==> config.mk <==
export PLATFORM = sky130hd
export DESIGN_NAME = rr_mem_arbiter
export DESIGN_NICKNAME = d
export VERILOG_FILES = /design/src/rtl/soc_bus_pkg.sv /design/src/rtl/rr_pick.sv /design/src/rtl/rr_mem_arbiter.sv
export SDC_FILE = /design/constraint.sdc
export NUM_CORES = 1
export LEC_CHECK = 0
export BUFFER_PORTS_ARGS = -buffer_cell sky130_fd_sc_hd__buf_2
export CAP_MARGIN = 0
export CORE_AREA = 2 2 120 122
export CTS_CLUSTER_DIAMETER = 150
export DETAILED_ROUTE_END_ITERATION = 8
export DIE_AREA = 0 0 122 124
export GPL_TIMING_DRIVEN = 0
export SKIP_LAST_GASP = 1
export SYNTH_ARGS = -nofsm -noshare
export SYNTH_HDL_FRONTEND = slang
export SYNTH_SLANG_ARGS = --single-unit
==> constraint.sdc <==
create_clock -name clk -period 2.97 [get_ports clk]
set_input_delay 0.297 -clock clk [delete_from_list [all_inputs] [get_ports clk]]
set_output_delay 0.297 -clock clk [all_outputs]
set_load 0.03 [all_outputs]
==> src/rtl/soc_bus_pkg.sv <==
// Shared definitions for blocks on the SoC memory bus (valid/wen/ready).
package soc_bus_pkg;
   localparam int BUS_AW   = 32;
   localparam int BUS_DW   = 32;
   localparam int BUS_WENW = 4;
   localparam logic [31:0] BUS_ERR_RDATA = 32'hDEADBEEF;

   typedef enum logic [1:0] {
      ST_IDLE    = 2'd0,
      ST_BUSY    = 2'd1,
      ST_TMO     = 2'd2,
      ST_RELEASE = 2'd3
   } arb_state_t;

   // Index width for n items, never narrower than one bit.
   function automatic int idx_width(input int n);
      return (n > 1) ? $clog2(n) : 1;
   endfunction
endpackage

==> src/rtl/rr_pick.sv <==
// Rotating first-one finder: returns the first set request after position `last`.
module rr_pick
   import soc_bus_pkg::*;
#(
   parameter int N  = 2,
   parameter int IW = idx_width(N)
) (
   input  logic [N-1:0]  req,
   input  logic [IW-1:0] last,
   output logic [IW-1:0] winner,
   output logic          any
);
   logic [IW-1:0] pos_s;
   logic          hit_s;

   // Walk N positions starting at last+1, keeping the first hit.
   always_comb begin
      winner = '0;
      any    = 1'b0;
      pos_s  = '0;
      hit_s  = 1'b0;
      for (int k = 1; k <= N; k++) begin
         pos_s  = IW'((int'(last) + k) % N);
         hit_s  = !any && req[pos_s];
         winner = hit_s ? pos_s : winner;
         any    = any | hit_s;
      end
   end
endmodule

==> src/rtl/rr_mem_arbiter.sv <==
// Round-robin arbiter sharing one memory-bus slave between several masters,
// with a watchdog that terminates accesses the slave never acknowledges.
module rr_mem_arbiter
   import soc_bus_pkg::*;
#(
   parameter int          MASTER_IFACE_CNT = 2,
   parameter int          TIMEOUT_CYCLES   = 1024,
   parameter logic [31:0] ERR_RDATA        = BUS_ERR_RDATA,
   localparam int         IW               = idx_width(MASTER_IFACE_CNT)
) (
   input  logic                                 clk,
   input  logic                                 reset,
   input  logic [BUS_AW*MASTER_IFACE_CNT-1:0]   addr,
   input  logic [BUS_DW*MASTER_IFACE_CNT-1:0]   wdata,
   output logic [BUS_DW*MASTER_IFACE_CNT-1:0]   rdata,
   input  logic [MASTER_IFACE_CNT-1:0]          valid,
   input  logic [BUS_WENW*MASTER_IFACE_CNT-1:0] wen,
   output logic [MASTER_IFACE_CNT-1:0]          ready,
   output logic [IW-1:0]                        grant_id,
   output logic                                 busy,
   output logic                                 err_flag,
   output logic [IW-1:0]                        err_master,
   input  logic                                 err_clr,
   output logic [BUS_AW-1:0]                    s_addr,
   output logic [BUS_DW-1:0]                    s_wdata,
   input  logic [BUS_DW-1:0]                    s_rdata,
   output logic                                 s_valid,
   output logic [BUS_WENW-1:0]                  s_wen,
   input  logic                                 s_ready
);
   localparam int N  = MASTER_IFACE_CNT;
   localparam int CW = (TIMEOUT_CYCLES > 0) ? $clog2(TIMEOUT_CYCLES + 1) : 1;
   localparam logic [CW-1:0] CNT_LIMIT = CW'(TIMEOUT_CYCLES);
   localparam logic          WD_EN     = (TIMEOUT_CYCLES > 0);

   arb_state_t          state_r, state_nxt_s;
   logic [IW-1:0]       grant_r, last_r, err_master_r, pick_s;
   logic                pick_any_s, req_s, wd_hit_s, err_flag_r;
   logic [CW-1:0]       cnt_r;
   logic [BUS_AW-1:0]   addr_a  [N];
   logic [BUS_DW-1:0]   wdata_a [N];
   logic [BUS_WENW-1:0] wen_a   [N];

   for (genvar i = 0; i < N; i++) begin : g_slice
      assign addr_a[i]  = addr[BUS_AW*i +: BUS_AW];
      assign wdata_a[i] = wdata[BUS_DW*i +: BUS_DW];
      assign wen_a[i]   = wen[BUS_WENW*i +: BUS_WENW];
   end

   rr_pick #(.N(N), .IW(IW)) u_pick (
      .req    (valid),
      .last   (last_r),
      .winner (pick_s),
      .any    (pick_any_s)
   );

   assign req_s      = valid[grant_r];
   // The counter reads T on the (T+1)th BUSY cycle, so ready lands T+1 cycles after s_valid.
   assign wd_hit_s   = WD_EN && (cnt_r == CNT_LIMIT);
   assign s_addr     = addr_a[grant_r];
   assign s_wdata    = wdata_a[grant_r];
   assign s_wen      = wen_a[grant_r];
   assign busy       = (state_r != ST_IDLE);
   assign grant_id   = grant_r;
   assign err_flag   = err_flag_r;
   assign err_master = err_master_r;

   // State register; reset returns straight to IDLE.
   always_ff @(posedge clk or negedge reset) begin
      if (!reset) state_r <= ST_IDLE;
      else        state_r <= state_nxt_s;
   end

   // Next-state decode: acknowledge beats abort, abort beats watchdog.
   always_comb begin
      state_nxt_s = state_r;
      case (state_r)
         ST_IDLE:    state_nxt_s = pick_any_s ? ST_BUSY : ST_IDLE;
         ST_BUSY: begin
            if (s_ready)       state_nxt_s = ST_RELEASE;
            else if (!req_s)   state_nxt_s = ST_IDLE;
            else if (wd_hit_s) state_nxt_s = ST_TMO;
            else               state_nxt_s = ST_BUSY;
         end
         ST_TMO:     state_nxt_s = ST_RELEASE;
         ST_RELEASE: state_nxt_s = req_s ? ST_RELEASE : ST_IDLE;
         default:    state_nxt_s = ST_IDLE;
      endcase
   end

   // Bus-side outputs decoded from the current state.
   always_comb begin
      ready   = '0;
      s_valid = 1'b0;
      rdata   = {N{s_rdata}};
      case (state_r)
         ST_BUSY: begin
            s_valid        = req_s;
            ready[grant_r] = s_ready;
         end
         ST_TMO: begin
            ready[grant_r] = 1'b1;
            rdata          = {N{ERR_RDATA}};
         end
         default: begin
            ready   = '0;
            s_valid = 1'b0;
         end
      endcase
   end

   // Grant, rotation pointer, watchdog counter and sticky error bookkeeping.
   always_ff @(posedge clk or negedge reset) begin
      if (!reset) begin
         grant_r      <= '0;
         last_r       <= IW'(N - 1);
         cnt_r        <= '0;
         err_flag_r   <= 1'b0;
         err_master_r <= '0;
      end else begin
         case (state_r)
            ST_IDLE: begin
               if (pick_any_s) begin
                  grant_r <= pick_s;
                  cnt_r   <= '0;
               end
            end
            ST_BUSY: begin
               if (s_ready || !req_s) last_r <= grant_r;
               if (cnt_r != '1)       cnt_r  <= cnt_r + CW'(1);
            end
            ST_TMO: begin
               last_r       <= grant_r;
               err_master_r <= grant_r;
            end
            default: begin
               last_r <= last_r;
            end
         endcase
         if (state_r == ST_TMO) err_flag_r <= 1'b1;
         else if (err_clr)      err_flag_r <= 1'b0;
      end
   end
endmodule

==> run metrics, run 1 <==
outcome=complete, no violations; Max Slew Vio Count=0; Clock Skew=around 0.0021 ns; post-synth cell types=39; core area=around 14,000 sq um; # rows=43; r2r setup slk=slightly above 0.9 ns; EDFF count, synth=0; Final Hold Fails=0; Sw Pwr=around 2.1 mW; # setup viols final=0; Post-DP HPWL=just over 10,000 um; RSZ-0062 raised after global routing=false; Num CTS Buffers=3; starting DRC count in detailed routing=between 90 and 100; final hold slack=around 0.31 ns; Post-CTS Setup Repair Bufs=0; CP Data Arrival Time=approximately 2.3 ns; first-pass GRT wire length=15,600 um; sw frac=a little under three fifths; setup_tns=0 ns; clock root buffer=clkbuf_16; post-synthesis sequential area ratio=a little under a fifth; Setup crit end kind=output pin; CTS clk-pin slew, worst paths=0.05 ns; Sequential Power Share=9.5%; final instance area=roughly 4200 sq um; DRT Pass-1 Iters=5; CTS H-tree lvls=1; Worst R2R Path Depth=8; synth top area cells=mux2_2 (34%), dfrtp_1 (17%), buf_4 (10%); Peak VDD IR=0.446 mV; most frequent cells in the layout=buf_2 (316), mux2_2 (71), buf_4 (32); hold path depth=3; Final Util=between 30% and 40%; slew margin rel.=59.7%; largest family of logic cells by synthesized area=multiplexers; internal power contribution=around 1.6 mW; Max Freq=between 0.3 and 0.4 GHz; overall routed net length=~12,000 um; leading area contributor after synthesis=mux2_2; critical path type=reg -> out; post-synthesis adder-cell area fraction=approximately 3.2%; placed cell count=753; Synth Register Bits=17; Combinational Power Share=just over 80%; RePlAce Congestion=between 0.8 and 0.9; crit start category=register; Total Power=3.70 mW; Cells after Synth=about 260; Tcrit/Tclk final=a little under 90%; post-synthesis mux area share=between 30% and 40%; top-area cell type share of the netlist area=33.9%; vias in the first global route=roughly 2,800; Fillers=1,492; syn_nets=approximately 440; WP data required=~2.7 ns; Slew @ Worst Pin=0.604 ns; Critical Path, Cell by Cell=clkbuf_1 -> clkbuf_1 -> mux2_2 -> buf_2; antenna violations before repair=0; Ys Warns=0; Leak=2.39 nW; ratio of cells with drive above 1 in the final layout=78.7%; Avg Cell Area, Syn=about 9 sq um; Routed Antenna Nets=0; Clock Power Share=approximately 7.3%; Buffers on Ports=312; Placement Cell Area=a little over 4000 sq um; area delta synth->final=79.6%; Post-Synth Simple-Gate Area=between 20% and 30%; initial core utilization=between 10% and 20%; worst skew pair latency=around 0.25 ns; die width=~120 um; max incr delay on CP=~0.47 ns; Antenna diodes=0; Max Cap Viol=0; Power Density=876 nW/um^2; CTS sink count=17; Die Ht=around 120 um; top_reg_cell synth=dfrtp_1; clk buf depth=2; Total GRT Usage=a little over an eighth; largest net degree at the start of global routing=18; Hold/Removal Path Class=in -> reg; worst setup slack after layout=0.364 ns; fin crit period=2.61 ns; FFs w/ async S/R, synth=100%; CTS tree=yes; slowest cell on the critical path=clkbuf_1; Ports=about 310; most common cell after layout, fill and taps aside=buf_2; critical path's most frequent cell=clkbuf_1; final std cells w/o fill=roughly 760; die area=15,100 sq um; via/cell ratio=about 4.0; post-synthesis compound-gate area fraction=7.01%; Place WS=about 0.60 ns; Synth Cell Area=2360 sq um; NumNets Final=759; critical path peak fanout=10; routed len/inst=around 15 um; detailed-route DRC error count=0; grt ovf=0; Synth Area in XOR/XNOR=0%; Vias=a little over 3,000
power by group through the flow:
| stage | Combinational [mW] | Clock [mW] | Sequential [mW] |
|---|---|---|---|
| 6_report | 3.08 | 0.271 | 0.354 |
| 4_1_cts | 3.11 | 0.277 | 0.355 |
| 2_1_floorplan | 2.20 | 0 | 0.384 |
| 3_5_place_dp | 3.09 | 0 | 0.359 |
| 5_1_grt | 3.27 | 0.287 | 0.365 |
| 3_3_place_gp | 3.09 | 0 | 0.357 |
routing by layer:
layer  GRT usage, %  routed length [um]
met5              0                   0
met2           22.6                5740
met1           18.1                4980
met4           1.51                 123
met3           2.43                 701
final timing paths:
path                                       from                     to
min in group asynchronous                 reset  cnt_r[10]$_DFFE_PN0P_
max                        grant_id$_DFFE_PN0P_             s_addr[29]
max in group asynchronous                 reset     last_r$_DFFE_PN1P_
min reg2reg                err_flag$_DFFE_PN0P_   err_flag$_DFFE_PN0P_
min                                     err_clr   err_flag$_DFFE_PN0P_
max reg2reg                state_r[0]$_DFF_PN0_   cnt_r[8]$_DFFE_PN0P_
logic make-up (layout without fill, tap and decap cells):
logic type      count (synthesis)  in the layout
compound gates                 22             22
simple gates                   87             87
buf+inv                        57            374
fa+ha+maj                       6              6
flops                          17             17
mux                            72             72
flip-flops by register name, indices dropped and copies added, names as in the netlist:
register    cells
cnt_r          11
err_flag        1
err_master      1
grant_id        1
last_r          1
state_r         2
worst max-delay path: cells and delay by family, from the launching register on:
family	cells	cell delay, ns
multiplexers	1	0.47
buffers and inverters	3	1.14
flip-flops	1	0.44
synthesized netlist by cell type (2+ instances only):
library cell / number
clkbuf_1: 10
nor2b_1: 9
buf_2: 4
nand2_1: 13
nand2b_1: 3
mux2_2: 71
nor3_1: 2
or2_2: 24
buf_4: 32
inv_1: 7
buf_6: 2
nand3_1: 5
ha_1: 6
a211o_1: 5
nor4_1: 5
dfrtp_1: 16
and3_1: 6
a21o_1: 2
or2_1: 2
o21ai_0: 6
a21oi_1: 3
nor2_1: 8
clkbuf_2: 2
nand4_1: 3
cell type report:
cell class                      count  area [sq um]  share of cell area, %
Inverter                            7          26.3                  0.621
Timing Repair Buffer              313          1570                   37.1
Buffer                             50           330                   7.81
Clock buffer                        4          78.8                   1.86
Sequential cell                    17           427                   10.1
Multi-Input combinational cell    187          1570                   37.2
Tap cell                          180           225                   5.32
what timing repair did:
item	in CTS	in global routing
resized for setup	0	0
hold buffers	1	0
setup endpoints to repair	0	0
hold endpoints to repair	16	0
No activity file was read; power rests on OpenSTA's default activity.
==> run 2, diff against run 1 <==
==> constraint.sdc (replaced) <==
create_clock -name clk -period 3.3 [get_ports clk]
set_input_delay 0.33 -clock clk [delete_from_list [all_inputs] [get_ports clk]]
set_output_delay 0.33 -clock clk [all_outputs]
set_load 0.03 [all_outputs]
==> run 2 against run 1 <==
Against the previous run:
- combinational power decreased by 10%
- sequential cell count unchanged
- sequential share of layout area about the same
- clock power decreased by 10%
- register-to-register slack improved by 0.35 ns
- via count decreased by 0.26%
- non-clock buffer count decreased by 1
- cell count decreased by 0.13%
- die area unchanged
- core utilization decreased by 0.073 points
- power decreased by 10%
- worst setup slack improved by 0.30 ns
==> run metrics, run 2 (synthesis results as in run 1) <==
CTS tree=yes (unchanged); Max Cap Viol=0 (unchanged); Leak=2.38 nW (was 2.39 nW); Place WS=0.900 ns (was 0.603 ns); # rows=43 (unchanged); slowest cell on the critical path=mux2_2 (was clkbuf_1); routed len/inst=15.2 um (about the same); Post-CTS Setup Repair Bufs=0 (unchanged); Largest Register=cnt_r (unchanged); Buffers on Ports=312 (unchanged); Multi-input gate area=1570 sq um (unchanged); Max Slew Vio Count=0 (unchanged); Post-DP HPWL=10,200 um (unchanged); area delta synth->final=79.2% (was 79.6%); max incr delay on CP=0.48 ns (was 0.47 ns); max FFs per register=11 (unchanged); Num CTS Buffers=3 (unchanged); setup_tns=0 ns (unchanged); vias in the first global route=2,776 (unchanged); final instance area=4220 sq um (was 4230 sq um); clk buf depth=2 (unchanged); CTS clk-pin slew, worst paths=0.05 ns (about the same); core area=13,700 sq um (unchanged); first-pass GRT wire length=15,600 um (about the same); Final Util=30.8% (about the same); fin crit period=around 2.6 ns; most frequent cells in the layout=buf_2 (316), mux2_2 (71), buf_4 (32) (unchanged); clock root buffer=clkbuf_16 (unchanged); Final Hold Fails=0 (unchanged); overall routed net length=11,500 um (about the same); Hold/Removal Path Class=in -> async (was in -> reg); ratio of cells with drive above 1 in the final layout=78.9% (was 78.7%); CP Data Arrival Time=2.31 ns (about the same); critical path type=reg -> out (unchanged); Max Freq=0.379 GHz; Tcrit/Tclk final=about four fifths; critical path peak fanout=10 (unchanged); antenna violations before repair=0 (unchanged); cell family with most CP delay=buffers and inverters (unchanged); RePlAce Congestion=0.846 (unchanged); NumNets Final=758 (was 759); via/cell ratio=3.99 (about the same); slew margin rel.=59.8% (was 59.7%); CTS resizes=0 (unchanged); RSZ-0062 raised after global routing=false (unchanged); CP Buf/Inv Count=3 (unchanged); Clock Skew=0.00228 ns (was 0.00211 ns); starting DRC count in detailed routing=105 (was 94); grt ovf=0 (unchanged); Setup crit end kind=output pin (unchanged); Slew @ Worst Pin=0.602 ns (was 0.604 ns); Vias=3,018 (was 3,026); largest net degree at the start of global routing=18 (unchanged); worst skew pair latency=0.25 ns (about the same); die area=15,100 sq um (unchanged); Placement Cell Area=4140 sq um (unchanged); Peak VDD IR=0.392 mV (was 0.446 mV); detailed-route DRC error count=0 (unchanged); Die Ht=124 um (unchanged); Critical Path, Cell by Cell=clkbuf_1 -> clkbuf_1 -> mux2_2 -> buf_2 (unchanged); Ports=313 (unchanged); Total Power=3.33 mW (was 3.70 mW); critical path's most frequent cell=clkbuf_1 (unchanged); CTS sink count=17 (unchanged); biggest registers after layout=cnt_r: 11 flops, state_r: 2 flops (unchanged); Power Density=789 nW/um^2 (was 876 nW/um^2); Total GRT Usage=13.3% (about the same); outcome=complete, no violations (unchanged); # setup viols final=0 (unchanged); Register Area=427 sq um (unchanged); worst setup slack after layout=0.660 ns (was 0.364 ns); crit start category=register (unchanged); Antenna diodes=0 (unchanged); most common cell after layout, fill and taps aside=buf_2 (unchanged); WP data required=2.97 ns (was 2.67 ns); CTS H-tree lvls=1 (unchanged); Fillers=1,493 (was 1,492); initial core utilization=17.2% (unchanged); DRT Pass-1 Iters=5 (unchanged); Routed Antenna Nets=0 (unchanged); die width=122 um (unchanged); hold buffer count at cts=0 (was 1)
## run 2: cell types whose count changed in the layout (fill, tap and decap cells not counted), sizes merged
| cell | before | now |
|---|---|---|
| dlygate4sd3 | 1 | 0 |
## run 2: worst reg2reg max path: stages (launching register included)
cell	delay (ns)
dfrtp_1	0.37
inv_1	0.07
ha_1	0.27
nor3b_4	0.20
or2_1	0.24
buf_6	0.14
or2_1	0.21
buf_6	0.14
a211o_1	0.28
## run 2: routing by layer
metal	global-route usage [%]	vias up	share of wire, %
met5	0	-	0
met4	1.51	0	1.1
met3	2.43	10	6.3
met2	22.5	106	50
met1	18.2	1383	43
li1	-	1519	-
## run 2: worst paths after layout
check                      cells past startpoint              endpoint                  from  slack [ns]
max in group asynchronous                      1    last_r$_DFFE_PN1P_                 reset        2.98
setup reg to reg                               8  cnt_r[8]$_DFFE_PN0P_  state_r[0]$_DFF_PN0_        1.26
hold reg to reg                                1  err_flag$_DFFE_PN0P_  err_flag$_DFFE_PN0P_        0.48
min in group clk                               3  err_flag$_DFFE_PN0P_               err_clr        0.34
setup / recovery                               4            s_addr[29]  grant_id$_DFFE_PN0P_        0.66
hold / removal                                 1  cnt_r[2]$_DFFE_PN0P_                 reset       0.002
## run 2: report_power, final
| group | leakage, nW | total (mW) | internal [mW] | switching (mW) |
|---|---|---|---|---|
| logic | 2.12 | 2.77 | 1.01 | 1.76 |
| registers | 0.223 | 0.318 | 0.272 | 0.0458 |
| clock network | 0.0382 | 0.243 | 0.164 | 0.0794 |
| total | 2.38 | 3.33 | 1.45 | 1.88 |
## run 2: through the flow
| stage | instances | hold WS, ns |
|---|---|---|
| after floorplan | 261 | 0.0344 |
| after global placement | 753 | 0.283 |
| after detailed placement | 753 | 0.286 |
| after CTS | 757 | 0.0214 |
| after global routing | 757 | 0.0489 |
| final | 757 | 0.00165 |
## run 2: final cells by class
class | count | area share (%)
multi-input cells | 187 | 37.3
repair buffers | 312 | 37.0
flip-flops and latches | 17 | 10.1
plain buffers | 50 | 7.82
well taps | 180 | 5.33
clock buffers | 4 | 1.87
inverters | 7 | 0.622
==> run 3, diff against run 2 <==
--- a/config.mk
+++ b/config.mk
@@ -7,10 +7,10 @@
 export LEC_CHECK = 0
 export BUFFER_PORTS_ARGS = -buffer_cell sky130_fd_sc_hd__buf_2
 export CAP_MARGIN = 0
-export CORE_AREA = 2 2 120 122
+export CORE_AREA = 2 2 121 123
 export CTS_CLUSTER_DIAMETER = 150
 export DETAILED_ROUTE_END_ITERATION = 8
-export DIE_AREA = 0 0 122 124
+export DIE_AREA = 0 0 123 125
 export GPL_TIMING_DRIVEN = 0
 export SKIP_LAST_GASP = 1
 export SYNTH_ARGS = -nofsm -noshare
==> constraint.sdc (replaced) <==
create_clock -name clk -period 2.15 [get_ports clk]
set_input_delay 0.215 -clock clk [delete_from_list [all_inputs] [get_ports clk]]
set_output_delay 0.215 -clock clk [all_outputs]
set_load 0.03 [all_outputs]
==> run 3 against run 2 <==
Against the previous run:
- power up 53%
- non-clock buffer count down 1
- sequential share of layout area about the same
- clock-buffer cell count down 1
- largest power group unchanged
- clock power up 57%
- die area up 1.6%
- routed wire length down 2.3%
- combinational power up 52%
- core utilization down 0.88 points
- sequential power up 65%
==> run metrics, run 3 (synthesis results as in run 1) <==
crit start category=register (unchanged); CTS H-tree lvls=1 (unchanged); Leak=2.41 nW (was 2.38 nW); Top Layer Used=met4 (unchanged); RePlAce Congestion=0.792 (was 0.846); Max Cap Viol=0 (unchanged); clock root buffer=clkbuf_16 (unchanged); Total GRT Usage=13.1% (was 13.3%); worst skew pair latency=0.25 ns (about the same); max incr delay on CP=0.37 ns (was 0.48 ns); Largest Register=cnt_r (unchanged); Power Density=1200 nW/um^2 (was 789 nW/um^2); Levels on crit path=6 (was 4); Clock Skew=0.00400 ns (was 0.00228 ns); final hold slack=0.227 ns (was 0.00165 ns); worst reg2reg startpoint=state_r[0]$_DFF_PN0_ (unchanged); initial core utilization=16.6% (was 17.2%); end point of the critical path=rdata[47] (was s_addr[29]); Reg-to-Reg End=cnt_r[4]$_DFFE_PN0P_ (was cnt_r[8]$_DFFE_PN0P_); slew margin rel.=67.2% (was 59.8%); starting DRC count in detailed routing=99 (was 105); met3 wire len=849 um (was 727 um); CP Buf/Inv Count=4 (was 3); vias in the first global route=2,745 (was 2,776); WP data required=1.93 ns (was 2.97 ns); Hold/Removal Path Class=in -> reg (was in -> async); Setup crit end kind=output pin (unchanged); die width=123 um (was 122 um); clk buf depth=2 (unchanged); Final Util=29.9% (was 30.8%); routed len/inst=14.8 um (was 15.2 um); antenna violations before repair=3 (was 0); Slew @ Worst Pin=0.489 ns (was 0.602 ns); largest net degree at the start of global routing=18 (unchanged); Ports=313 (unchanged); Num CTS Buffers=3 (unchanged); final instance area=4250 sq um (was 4220 sq um); Fillers=1,545 (was 1,493); Max Slew Vio Count=0 (unchanged); DRT Pass-1 Iters=5 (unchanged); slowest cell on the critical path=dfrtp_1 (was mux2_2); Vias=3,029 (was 3,018); CTS clk-pin slew, worst paths=0.06 ns (was 0.05 ns); fin crit period=around 2.1 ns; # rows=44 (was 43); first-pass GRT wire length=15,600 um (about the same); Critical Path, Cell by Cell=inv_1 -> ha_1 -> clkbuf_2 -> or2_2 -> buf_4 -> buf_2 (was clkbuf_1 -> clkbuf_1 -> mux2_2 -> buf_2); area delta synth->final=80.2% (was 79.2%); core area=14,200 sq um (was 13,700 sq um); most frequent cells in the layout=buf_2 (316), mux2_2 (71), buf_4 (32) (unchanged); Post-DP HPWL=9830 um (was 10,200 um); cell family with most CP delay=buffers and inverters (unchanged); setup_tns=0 ns (unchanged); critical path type=reg -> out (unchanged); Worst R2R Path Depth=8 (unchanged); NumNets Final=757 (was 758); crit path launch=state_r[0]$_DFF_PN0_ (was grant_id$_DFFE_PN0P_); Max Freq=approximately 0.47 GHz; detailed-route DRC error count=0 (unchanged); r2r setup slk=0.07 ns (was 1.26 ns); outcome=complete, no violations (unchanged); Routed Antenna Nets=0 (unchanged); met2 wire length=5850 um (was 5710 um); RSZ-0062 raised after global routing=true (was false); # setup viols final=0 (unchanged); Post-CTS Setup Repair Bufs=0 (unchanged); overall routed net length=11,300 um (was 11,500 um); Tcrit/Tclk final=slightly below 100%; Buffers on Ports=312 (unchanged); CTS sink count=17 (unchanged); Placement Cell Area=4150 sq um (was 4140 sq um); Total Power=5.11 mW (was 3.33 mW); grt ovf=0 (unchanged); Die Ht=125 um (was 124 um); critical path peak fanout=10 (unchanged); max FFs per register=11 (unchanged); met1 WL=4490 um (was 4970 um); CP Data Arrival Time=1.91 ns (was 2.31 ns); Final Hold Fails=0 (unchanged); biggest registers after layout=cnt_r: 11 flops, state_r: 2 flops (unchanged); Peak VDD IR=0.526 mV (was 0.392 mV); most common cell after layout, fill and taps aside=buf_2 (unchanged); CTS tree=yes (unchanged); ratio of cells with drive above 1 in the final layout=80.6% (was 78.9%); via/cell ratio=3.98 (was 3.99); die area=15,400 sq um (was 15,100 sq um)
## run 3: cell count changes in the layout (fill, tap and decap cells not counted), sizes merged
cell,before,now
clkinv,0,1
diode,0,2
clkbuf,16,13
dlygate4sd3,0,1
## run 3: power by group
group	switching [mW]	leakage [nW]	total, mW	internal [mW]
sequential	0.105	0.222	0.524	0.419
clock	0.132	0.0409	0.382	0.249
combinational	2.63	2.14	4.20	1.57
## run 3: per-layer routing
layer	global-route usage (%)	vias to the layer above
met1	16.4	1370
met5	0	-
li1	-	1522
met4	1.74	0
met2	24.5	129
met3	1.37	8
## run 3: worst min-delay path, cell delays in order
cell and delay [ns]:
buf_2 0.09, inv_1 0.04, a21o_1 0.09
## run 3: through the flow
stage	setup slack, ns	std cells
after detailed placement	-0.279	757
after global placement	-0.271	757
after floorplan	0.224	261
after CTS	0.0250	760
final	0.0244	762
after global routing	-0.0937	761
## run 3: cell type report
class | instances | area, sq um | area share, %
buffer | 48 | 332 | 7.81
clock buffer | 3 | 75.1 | 1.77
multi-input combinational | 187 | 1570 | 37.0
clock inverter | 1 | 5.00 | 0.118
sequential | 17 | 428 | 10.1
timing repair buffer | 313 | 1570 | 37.0
inverter | 7 | 26.3 | 0.619
antenna | 2 | 5.00 | 0.118
tap | 184 | 230 | 5.42
## run 3: repair_timing
action / 4_1_cts / 5_1_grt
gates resized for setup: 6 / 4
hold endpoints to repair: 16 / 0
hold buffers: 1 / 0
pin swaps: 0 / 0
endpoints found under the setup margin: 122 / 53
## run 3: worst min path at each step
stage / startpoint / to / cells after the start
2_1_floorplan: reset / cnt_r[0]$_DFFE_PN0P_ / 0
3_3_place_gp: reset / cnt_r[0]$_DFFE_PN0P_ / 1
3_5_place_dp: reset / cnt_r[0]$_DFFE_PN0P_ / 1
4_1_cts: err_clr / err_flag$_DFFE_PN0P_ / 3
5_1_grt: err_clr / err_flag$_DFFE_PN0P_ / 3
6_report: err_clr / err_flag$_DFFE_PN0P_ / 3
